`src/rtl/trap_sequencer.sv`:
```
// Trap sequencer for the RV32I-Trap datapath.
// Takes synchronous exceptions and level interrupts and steps the trap CSR
// load-enables through SAVE -> CAUSE -> JUMP, stalling the core meanwhile.
// It also performs the mret return and owns the MIE/MPIE global enable bits.
module trap_sequencer #(
  parameter int XLEN    = 32,
  parameter int NUM_IRQ = 4
) (
  input  logic               clk,
  input  logic               rst,
  input  logic               exc_valid,
  input  logic [3:0]         exc_code,
  input  logic [XLEN-1:0]    exc_tval,
  input  logic [NUM_IRQ-1:0] irq_pending,
  input  logic               mret,
  input  logic [XLEN-1:0]    pc_cur,
  input  logic [XLEN-1:0]    mtvec,
  input  logic [XLEN-1:0]    mepc_q,
  input  logic               csr_mie_we,
  input  logic               csr_mie_d,
  output logic               stall,
  output logic               mepc_ld,
  output logic [XLEN-1:0]    mepc_d,
  output logic               mtval_ld,
  output logic [XLEN-1:0]    mtval_d,
  output logic               mcause_ld,
  output logic [XLEN-1:0]    mcause_d,
  output logic               pc_redirect,
  output logic [XLEN-1:0]    pc_target,
  output logic               mie,
  output logic               mpie
);

  localparam int IDX_W = (NUM_IRQ > 1) ? $clog2(NUM_IRQ) : 1;

  typedef enum logic [2:0] {IDLE, SAVE, CAUSE, JUMP, RET} state_t;

  state_t            state_q, state_d;
  logic              mie_q, mpie_q;
  logic [XLEN-1:0]   pc_lat, cause_lat, tval_lat;
  logic              irq_any;
  logic [IDX_W-1:0]  irq_idx;
  logic              take_exc, take_irq, take_trap, take_ret;
  logic [XLEN-1:0]   cause_new, tval_new;

  // Exception cause: interrupt flag clear, code in the low bits.
  function automatic logic [XLEN-1:0] exc_cause(input logic [3:0] code);
    logic [XLEN-1:0] c;
    c = '0;
    c[3:0] = code;
    return c;
  endfunction

  // Interrupt cause: interrupt flag set, 16 + line index in the low bits.
  function automatic logic [XLEN-1:0] irq_cause(input logic [IDX_W-1:0] idx);
    logic [XLEN-1:0] c;
    c = '0;
    c[XLEN-1]   = 1'b1;
    c[XLEN-2:0] = (XLEN-1)'(16) + (XLEN-1)'(idx);
    return c;
  endfunction

  // Trap entry address: aligned base, plus 4*cause for vectored interrupts.
  function automatic logic [XLEN-1:0] trap_vector(input logic [XLEN-1:0] tvec,
                                                  input logic [XLEN-1:0] cause);
    logic [XLEN-1:0] t;
    t = {tvec[XLEN-1:2], 2'b00};
    if (tvec[1:0] == 2'b01 && cause[XLEN-1])
      t = t + {cause[XLEN-3:0], 2'b00};
    return t;
  endfunction

  // Priority encoder: the lowest pending interrupt index wins.
  always_comb begin
    irq_idx = '0;
    irq_any = |irq_pending;
    for (int i = NUM_IRQ - 1; i >= 0; i--)
      if (irq_pending[i]) irq_idx = IDX_W'(i);
  end

  // Request arbitration in IDLE: exception, then enabled interrupt, then mret.
  always_comb begin
    take_exc  = (state_q == IDLE) && exc_valid;
    take_irq  = (state_q == IDLE) && !exc_valid && mie_q && irq_any;
    take_trap = take_exc || take_irq;
    take_ret  = (state_q == IDLE) && !take_trap && mret;
    cause_new = take_exc ? exc_cause(exc_code) : irq_cause(irq_idx);
    tval_new  = take_exc ? exc_tval : '0;
  end

  // State register.
  always_ff @(posedge clk or posedge rst) begin
    if (rst) state_q <= IDLE;
    else     state_q <= state_d;
  end

  // Next-state logic.
  always_comb begin
    state_d = state_q;
    case (state_q)
      IDLE:    if (take_trap)     state_d = SAVE;
               else if (take_ret) state_d = RET;
      SAVE:    state_d = CAUSE;
      CAUSE:   state_d = JUMP;
      JUMP:    state_d = IDLE;
      RET:     state_d = IDLE;
      default: state_d = IDLE;
    endcase
  end

  // Capture PC, cause and tval on trap acceptance.
  always_ff @(posedge clk or posedge rst) begin
    if (rst) begin
      pc_lat    <= '0;
      cause_lat <= '0;
      tval_lat  <= '0;
    end else if (take_trap) begin
      pc_lat    <= pc_cur;
      cause_lat <= cause_new;
      tval_lat  <= tval_new;
    end
  end

  // MIE/MPIE: sequencer stack/unstack in CAUSE and RET, software write in IDLE.
  always_ff @(posedge clk or posedge rst) begin
    if (rst) begin
      mie_q  <= 1'b0;
      mpie_q <= 1'b0;
    end else begin
      case (state_q)
        CAUSE: begin
          mpie_q <= mie_q;
          mie_q  <= 1'b0;
        end
        RET: begin
          mie_q  <= mpie_q;
          mpie_q <= 1'b1;
        end
        IDLE: if (csr_mie_we && !take_trap) mie_q <= csr_mie_d;
        default: ;
      endcase
    end
  end

  // Moore output decode: one strobe group per state, data zero elsewhere.
  always_comb begin
    stall       = (state_q != IDLE);
    mepc_ld     = 1'b0;
    mepc_d      = '0;
    mtval_ld    = 1'b0;
    mtval_d     = '0;
    mcause_ld   = 1'b0;
    mcause_d    = '0;
    pc_redirect = 1'b0;
    pc_target   = '0;
    case (state_q)
      SAVE: begin
        mepc_ld  = 1'b1;
        mepc_d   = pc_lat;
        mtval_ld = 1'b1;
        mtval_d  = tval_lat;
      end
      CAUSE: begin
        mcause_ld = 1'b1;
        mcause_d  = cause_lat;
      end
      JUMP: begin
        pc_redirect = 1'b1;
        pc_target   = trap_vector(mtvec, cause_lat);
      end
      RET: begin
        pc_redirect = 1'b1;
        pc_target   = mepc_q;
      end
      default: ;
    endcase
  end

  assign mie  = mie_q;
  assign mpie = mpie_q;

endmodule
```
`config.mk`:
```
export PLATFORM = sky130hd
export DESIGN_NAME = trap_sequencer
export DESIGN_NICKNAME = d
export VERILOG_FILES = /design/src/rtl/trap_sequencer.sv
export SDC_FILE = /design/constraint.sdc
export NUM_CORES = 1
export LEC_CHECK = 0
export CORE_MARGIN = 10
export CORE_UTILIZATION = 30
export CTS_CLUSTER_SIZE = 25
export DETAILED_ROUTE_END_ITERATION = 16
export DONT_BUFFER_PORTS = 1
export PLACE_DENSITY = 0.48
export SLEW_MARGIN = 20
export SYNTH_ARGS = -nofsm -noshare
export SYNTH_HDL_FRONTEND = slang
export SYNTH_SLANG_ARGS = --single-unit
```
`constraint.sdc`:
```
create_clock -name clk -period 4.5 [get_ports clk]
set_clock_uncertainty 0.1 [all_clocks]
set_input_delay 0.9 -clock clk [delete_from_list [all_inputs] [get_ports clk]]
set_output_delay 0.9 -clock clk [all_outputs]
set_load 0.02 [all_outputs]
```
==> impl_summary.log, run 1 <==
[metrics] number of placed instances with taps included: 698
[metrics] DRT antenna net count: 0
[metrics] Port Buf Inserts: 0
[metrics] Max-cap violations: 0
[metrics] Sink Count: between 70 and 80
[metrics] Netlist cell types: 60
[metrics] total of cells resized after clock tree synthesis: 0
[metrics] status: finished, final reports clean
[metrics] Synth Area per Inst: just under 10 um^2
[metrics] share of final-layout standard cells stronger than drive strength 1: 18.88%
[metrics] master of the slowest instance on the critical path: fa_1
[metrics] violation count after the first detailed-routing iteration: 160
[metrics] crit-path cells: ha_1, fa_1, a211o_1, a21oi_1, buf_4, nor4b_1, xnor2_1, o21ai_0, buf_4
[metrics] worst reg2reg endpoint: tval_lat[1]
[metrics] Hold Path Class: flop to flop
[metrics] fin crit share: 85.45%
[metrics] cell class contributing the biggest share of worst-path delay: adder cells
[metrics] Slowest Stage Delay on Critical Path: 0.44 ns
[metrics] Synth Cell Area: around 4800 um^2
[metrics] global-route total usage across every layer: 14.49%
[metrics] residual overflow from global routing: 0
[metrics] via count: 3,780
[metrics] number of DRC violations after detailed routing: 0
[metrics] worst setup path startpoint: mtvec[2]
[metrics] cell count after synthesis: 495
[metrics] final hold slack: 0.3829 ns
[metrics] critical path depth in cells: 9
[metrics] crit path time final: 3.845 ns
[metrics] xor/xnor cell area share of the yosys netlist: 4.198%
[metrics] Longest Clk Path Bufs: 2
[metrics] final setup violating endpoints: 0
[metrics] leading cell type in the layout, fill and taps excluded: dfrtp_1
[metrics] effective utilization at floorplan: 30.43%
[metrics] max-slew headroom at the worst pin: 33.74%
[metrics] GPL Wtd Cong: 0.8250
[metrics] clock tree root driver cell: clkbuf_16
[metrics] cell type with the highest occurrence count on the critical path: buf_4
[metrics] maximum clock rate: 260.1 MHz
[metrics] smallest setup slack after layout: 0.6547 ns
[metrics] pin slew with the least headroom to its limit: ~0.99 ns
[metrics] growth of design area from synthesis to finish: 11.45%
[metrics] dominant combinational cell family by area after synthesis: simple AND/OR/NAND/NOR gates
[metrics] FF-to-FF Start: state_q[0]
[metrics] final number of hold-violating endpoints: 0
[metrics] Finished Layout Cells: 714
[metrics] pin count of the biggest net entering global routing: 73
[metrics] unrepaired setup endpoints after global routing: false
[metrics] clk slew on worst S/H paths: 0.06 ns
[metrics] leakage power summed over all cells: 2.440 nW
[metrics] Setup crit start kind: input port
[metrics] data arrival time of the critical path: 2.85 ns
[metrics] H-tree levels: 3
[metrics] post-synthesis share of cell area spent on and, or, nand and nor gates: between 20% and 30%
[metrics] async set-or-reset flop fraction in the synthesized netlist: 100.0%
[metrics] register bit count reported by yosys: 74
[metrics] total number of placement rows: 46
[metrics] wire length of the first global-routing pass: about 25,000 um
[metrics] type of the setup path with the least slack: input port to output pin
[metrics] Die Width: 146.5 um
[metrics] final net count: between 600 and 700
[metrics] Top FF cell, synth: dfrtp_1
[metrics] Critical Path End Type: output pin
[metrics] IO Count: ~280
[metrics] number of cells on the worst reg-to-reg path: 4
[metrics] total negative slack: 0 ns
[metrics] post-detailed-route wirelength per cell: 22.84 um
[metrics] termination of the worst setup path: pc_target[10]
[metrics] routed vias/inst: around 5.3
[metrics] warnings from Yosys: 0
[metrics] routed wire length: 16,310 um
[metrics] source-to-sink clock delay at the later pin of the worst-skew pair: 0.33 ns
[metrics] adder-cell area share of the yosys netlist: 1.721%
[metrics] endpoint required time on the critical path: 3.50 ns
[metrics] Die Outline Area: 21,450 um^2
[metrics] number of antenna violations at the first check in global routing: 2
[metrics] total core area: 15,770 um^2
[metrics] worst-case vdd ir drop: 0.3280 mV
[metrics] detailed placement HPWL: roughly 13,000 um
[metrics] Initial DRT Pass Iterations: 4
[metrics] post-synthesis sequential area ratio: 38.59%
[metrics] mux share of post-synthesis cell area: 8.553%
[metrics] sum of buffers and inverters on the critical path: 2
[metrics] CTS Hold Bufs: 0
[metrics] buffer count from post-CTS setup fixing: 0
[metrics] number of pins with negative max-slew slack in the final report: 0
[metrics] vias in the first global route: ~4k
[metrics] TritonCTS clock tree: yes
[metrics] die boundary height: 146.5 um
[metrics] top library cells by usage in the layout, fill and taps aside: dfrtp_1 (73), and3_1 (67), nand2_1 (46)
[metrics] setup slack, reg-to-reg: 1.92 ns
[metrics] largest fanout on the critical path: 12
[metrics] cts bufs inserted: 9
[metrics] compound-cell area share of the yosys netlist: approximately 16%
[metrics] number of diodes added for antenna fixing: 0
[metrics] Setup Slack @ Placement: 0.6249 ns
[metrics] Post-synth EDFFs: 0
[metrics] ratio of total power to cell area: 698.4 nW/um^2
==> sequential cells by signal, summed over array words and instances (netlist names) <==
signal     count
state_q        3
mpie           1
pc_lat        32
cause_lat      5
tval_lat      32
mie            1
==> cell families after synthesis <==
family | count (synthesis)
mux | 37
other cells | 1
xor+xnor | 23
buf+inv | 71
fa+ha+maj | 6
flops | 74
compound gates | 101
simple gates | 182
==> synth_stat cells, types with 3 or more instances <==
| master | instances | share of area (%) |
|---|---|---|
| a2111oi_2 | 3 | 0.94 |
| a21o_1 | 3 | 0.47 |
| a21oi_1 | 13 | 1.4 |
| a22o_1 | 35 | 6.4 |
| and2_1 | 11 | 1.4 |
| and3_1 | 67 | 8.7 |
| buf_2 | 10 | 1.0 |
| buf_4 | 28 | 4.4 |
| clkbuf_1 | 27 | 2.1 |
| dfrtp_1 | 74 | 39 |
| ha_1 | 5 | 1.3 |
| inv_1 | 5 | 0.39 |
| mux2_1 | 12 | 2.8 |
| mux2_2 | 20 | 4.7 |
| mux2i_1 | 5 | 1.0 |
| nand2_1 | 46 | 3.6 |
| nand3_1 | 9 | 0.94 |
| nand3b_1 | 5 | 0.78 |
| nor2_1 | 6 | 0.47 |
| nor3_1 | 6 | 0.63 |
| nor3b_1 | 3 | 0.47 |
| nor4_1 | 4 | 0.52 |
| nor4_2 | 3 | 0.78 |
| o21ai_0 | 15 | 1.6 |
| o21ai_1 | 13 | 1.4 |
| or2_2 | 3 | 0.39 |
| xnor2_1 | 21 | 3.8 |
==> where the power goes <==
| group | leakage (nW) | total, mW | switching (mW) | internal, mW |
|---|---|---|---|---|
| Sequential | 0.907 | 1.26 | 0.276 | 0.982 |
| Combinational | 1.38 | 1.73 | 1.10 | 0.635 |
| Clock | 0.156 | 0.746 | 0.284 | 0.463 |
==> worst reg2reg max path: stages (launching register included) <==
cell and delay (ns):
dfrtp_2 0.77, nor3_2 0.59, and2_1 0.49, buf_4 0.39
a22o_1 0.19
==> stage by stage <==
stage          utilization (%)  power (mW)  instance area, um^2
2_1_floorplan                -       2.613                 4892
3_3_place_gp             31.92       2.987                 5034
3_5_place_dp             31.92       3.030                 5034
4_1_cts                  33.91       3.791                 5348
5_1_grt                  33.91       3.999                 5348
6_report                 33.91       3.735                 5348
==> worst min-delay path by stage <==
stage,to,start,slack (ns),cells after the start
CTS,pc_lat[18],pc_lat[18],0.39,1
floorplan,pc_lat[15],pc_lat[15],0.36,1
detailed placement,pc_lat[18],pc_lat[18],0.38,1
finish,pc_lat[18],pc_lat[18],0.38,1
global placement,pc_lat[4],pc_lat[4],0.37,1
global route,pc_lat[27],pc_lat[27],0.41,1
==> routing by layer <==
layer	global-route usage [%]	vias up	routed length, um
met1	14.98	1815	6017
met5	0	-	14
met3	7.849	16	2132
li1	-	1735	-
met4	3.954	2	233
met2	24.95	212	7912
==> layout make-up <==
class                           count  area [um^2]
Tap cell                          216        270.3
Fill cell                        1656        10420
Inverter                            5        18.77
Timing Repair Buffer               28        222.7
Clock inverter                      5        61.31
Multi-Input combinational cell    375         2669
Sequential cell                    74         1853
Clock buffer                       11        252.7
Power figures use the tool's default switching activity.
==> inputs of run 2 (changes only) <==
CORE_MARGIN = default   (was 10)
SKIP_LAST_GASP = 1   (was default)
==> impl_summary.log, run 2 (synthesis results as in run 1) <==
[metrics] vias in the first global route: 3,831 (-6.5%)
[metrics] Sink Count: 74 (unchanged)
[metrics] routed wire length: 13,970 um (-14%)
[metrics] die boundary height: 128.5 um (-12%)
[metrics] Initial DRT Pass Iterations: 4 (unchanged)
[metrics] Port Buf Inserts: 0 (unchanged)
[metrics] max-slew headroom at the worst pin: 34.07% (+0.33 points)
[metrics] H-tree levels: 3 (unchanged)
[metrics] IO Count: 277 (unchanged)
[metrics] top library cells by usage in the layout, fill and taps aside: dfrtp_1 (73), and3_1 (67), nand2_1 (46)
[metrics] source-to-sink clock delay at the later pin of the worst-skew pair: 0.32 ns (about the same)
[metrics] residual overflow from global routing: 0 (unchanged)
[metrics] crit path time final: 3.816 ns (-0.02963 ns)
[metrics] growth of design area from synthesis to finish: 11.92%
[metrics] data arrival time of the critical path: 2.82 ns (-0.03 ns)
[metrics] buffer count from post-CTS setup fixing: 0 (unchanged)
[metrics] via count: 3,696 (-2.2%)
[metrics] Setup crit start kind: input port
[metrics] clk slew on worst S/H paths: 0.06 ns (about the same)
[metrics] fill cell instance count of the final layout: 1,589 (-4.0%)
[metrics] wire length of the first global-routing pass: 21,080 um (-16%)
[metrics] effective utilization at floorplan: 31.10% (+0.68 points)
[metrics] endpoint required time on the critical path: 3.50 ns (about the same)
[metrics] total number of placement rows: 45 (-2.2%)
[metrics] Hold Path Class: flop to flop
[metrics] violation count after the first detailed-routing iteration: 102 (-36%)
[metrics] type of the setup path with the least slack: input port to output pin
[metrics] Longest Clk Path Bufs: 2 (unchanged)
[metrics] DRT antenna net count: 0 (unchanged)
[metrics] routed vias/inst: 5.213 (-1.5%)
[metrics] post-route standard cell area excluding fillers: 5370 um^2 (+0.42%)
[metrics] clock tree root driver cell: clkbuf_16
[metrics] total negative slack: 0 ns (unchanged)
[metrics] GPL Wtd Cong: 0.8070 (-2.2%)
[metrics] share of final-layout standard cells stronger than drive strength 1: 18.71% (-0.16 points)
[metrics] number of DRC violations after detailed routing: 0 (unchanged)
[metrics] Critical Path End Type: output pin
[metrics] detailed placement HPWL: 10,490 um (-17%)
[metrics] post-detailed-route wirelength per cell: 19.71 um (-14%)
[metrics] largest registers: pc_lat x32, tval_lat x32, cause_lat x5
[metrics] post-placement cell area: 5015 um^2 (-0.37%)
[metrics] GRT Max-Usage Layer: met2
[metrics] CTS Hold Bufs: 0 (unchanged)
[metrics] Die Outline Area: 16,500 um^2 (-23%)
[metrics] status: finished, final reports clean
[metrics] final setup violating endpoints: 0 (unchanged)
[metrics] Max-cap violations: 0 (unchanged)
[metrics] met3 global-route usage: 6.653% (-1.2 points)
[metrics] cts bufs inserted: 9 (unchanged)
[metrics] final net count: 641 (unchanged)
[metrics] ratio of total power to cell area: 707.8 nW/um^2 (+1.3%)
[metrics] number of pins with negative max-slew slack in the final report: 0 (unchanged)
[metrics] total core area: 15,430 um^2 (-2.2%)
[metrics] fraction of met2 tracks used by global routing: 29.79% (+4.8 points)
[metrics] Die Width: 128.5 um (-12%)
[metrics] fin crit share: 84.79% (-0.66 points)
[metrics] maximum clock rate: 262.1 MHz (+0.78%)
[metrics] worst-case vdd ir drop: 0.3197 mV (-2.5%)
[metrics] global-route total usage across every layer: 16.71% (+2.2 points)
[metrics] pin slew with the least headroom to its limit: 0.9890 ns (-0.004982 ns)
[metrics] number of antenna violations at the first check in global routing: 2 (unchanged)
[metrics] leading cell type in the layout, fill and taps excluded: dfrtp_1
[metrics] pin count of the biggest net entering global routing: 73 (unchanged)
[metrics] largest fanout on the critical path: 12 (unchanged)
[metrics] total of cells resized after clock tree synthesis: 0 (unchanged)
[metrics] TritonCTS clock tree: yes
[metrics] final number of hold-violating endpoints: 0 (unchanged)
[metrics] unrepaired setup endpoints after global routing: false
[metrics] leakage power summed over all cells: 2.447 nW (+0.32%)
[metrics] global routing met1 resource utilization: 17.86% (+2.9 points)
==> run 2: cell count changes in the layout (fill, tap and decap cells not counted), sizes merged <==
| cell | change |
|---|---|
| bufinv | +2 |
| inv | -2 |
| clkinv | -1 |
| diode | +1 |
==> run 2: routing by layer <==
| metal | part of all wire [%] | vias up |
|---|---|---|
| li1 | - | 1729 |
| met1 | 37 | 1757 |
| met2 | 50 | 190 |
| met3 | 11 | 18 |
| met4 | 1.8 | 2 |
| met5 | 0.072 | - |
==> run 2: worst paths after layout <==
kind / startpoint / cells after the start / endpoint / slack, ns
max in group asynchronous: rst / 2 / pc_lat[2] / 2.96
min in group asynchronous: rst / 1 / tval_lat[25] / 0.49
worst min register to register: pc_lat[27] / 1 / pc_lat[27] / 0.38
worst min-delay path: pc_lat[27] / 1 / pc_lat[27] / 0.38
worst max-delay path: mtvec[2] / 9 / pc_target[28] / 0.68
worst max register to register: state_q[0] / 5 / tval_lat[1] / 1.89
==> run 2: stage by stage <==
stage | setup WS (ns) | cells | power [mW] | hold WS (ns) | utilization (%)
2_1_floorplan | 0.4437 | 520 | 2.613 | 0.3557 | -
3_3_place_gp | 0.7085 | 693 | 2.965 | 0.3694 | 32.51
3_5_place_dp | 0.6743 | 693 | 3.010 | 0.3738 | 32.51
4_1_cts | 0.6613 | 708 | 3.870 | 0.3871 | 34.79
5_1_grt | 0.5580 | 708 | 4.063 | 0.4039 | 34.79
6_report | 0.6844 | 709 | 3.801 | 0.3816 | 34.81
==> run 2: layout make-up <==
| class | count | area (um^2) | share of cell area, % |
|---|---|---|---|
| clock inverters | 4 | 98.84 | 1.841 |
| repair buffers | 28 | 210.2 | 3.914 |
| flip-flops and latches | 74 | 1853 | 34.51 |
| well taps | 211 | 264.0 | 4.916 |
| clock buffers | 11 | 252.7 | 4.706 |
| inverters | 5 | 20.02 | 0.3728 |
| multi-input cells | 375 | 2669 | 49.70 |
| diodes | 1 | 2.502 | 0.04660 |
==> run 2: report_power, final <==
part	leakage [nW]	total, mW	internal, mW	switching (mW)
sequential	0.907	1.26	0.982	0.278
combinational	1.37	1.70	0.632	1.07
clock	0.172	0.839	0.570	0.269
total	2.45	3.80	2.18	1.62
==> run 2: critical path, cell delays in order <==
cell	delay, ns
ha_1	0.21
fa_1	0.43
a211o_1	0.32
a21oi_1	0.13
buf_4	0.24
nor3_2	0.08
xnor2_1	0.12
o21ai_1	0.20
buf_4	0.18
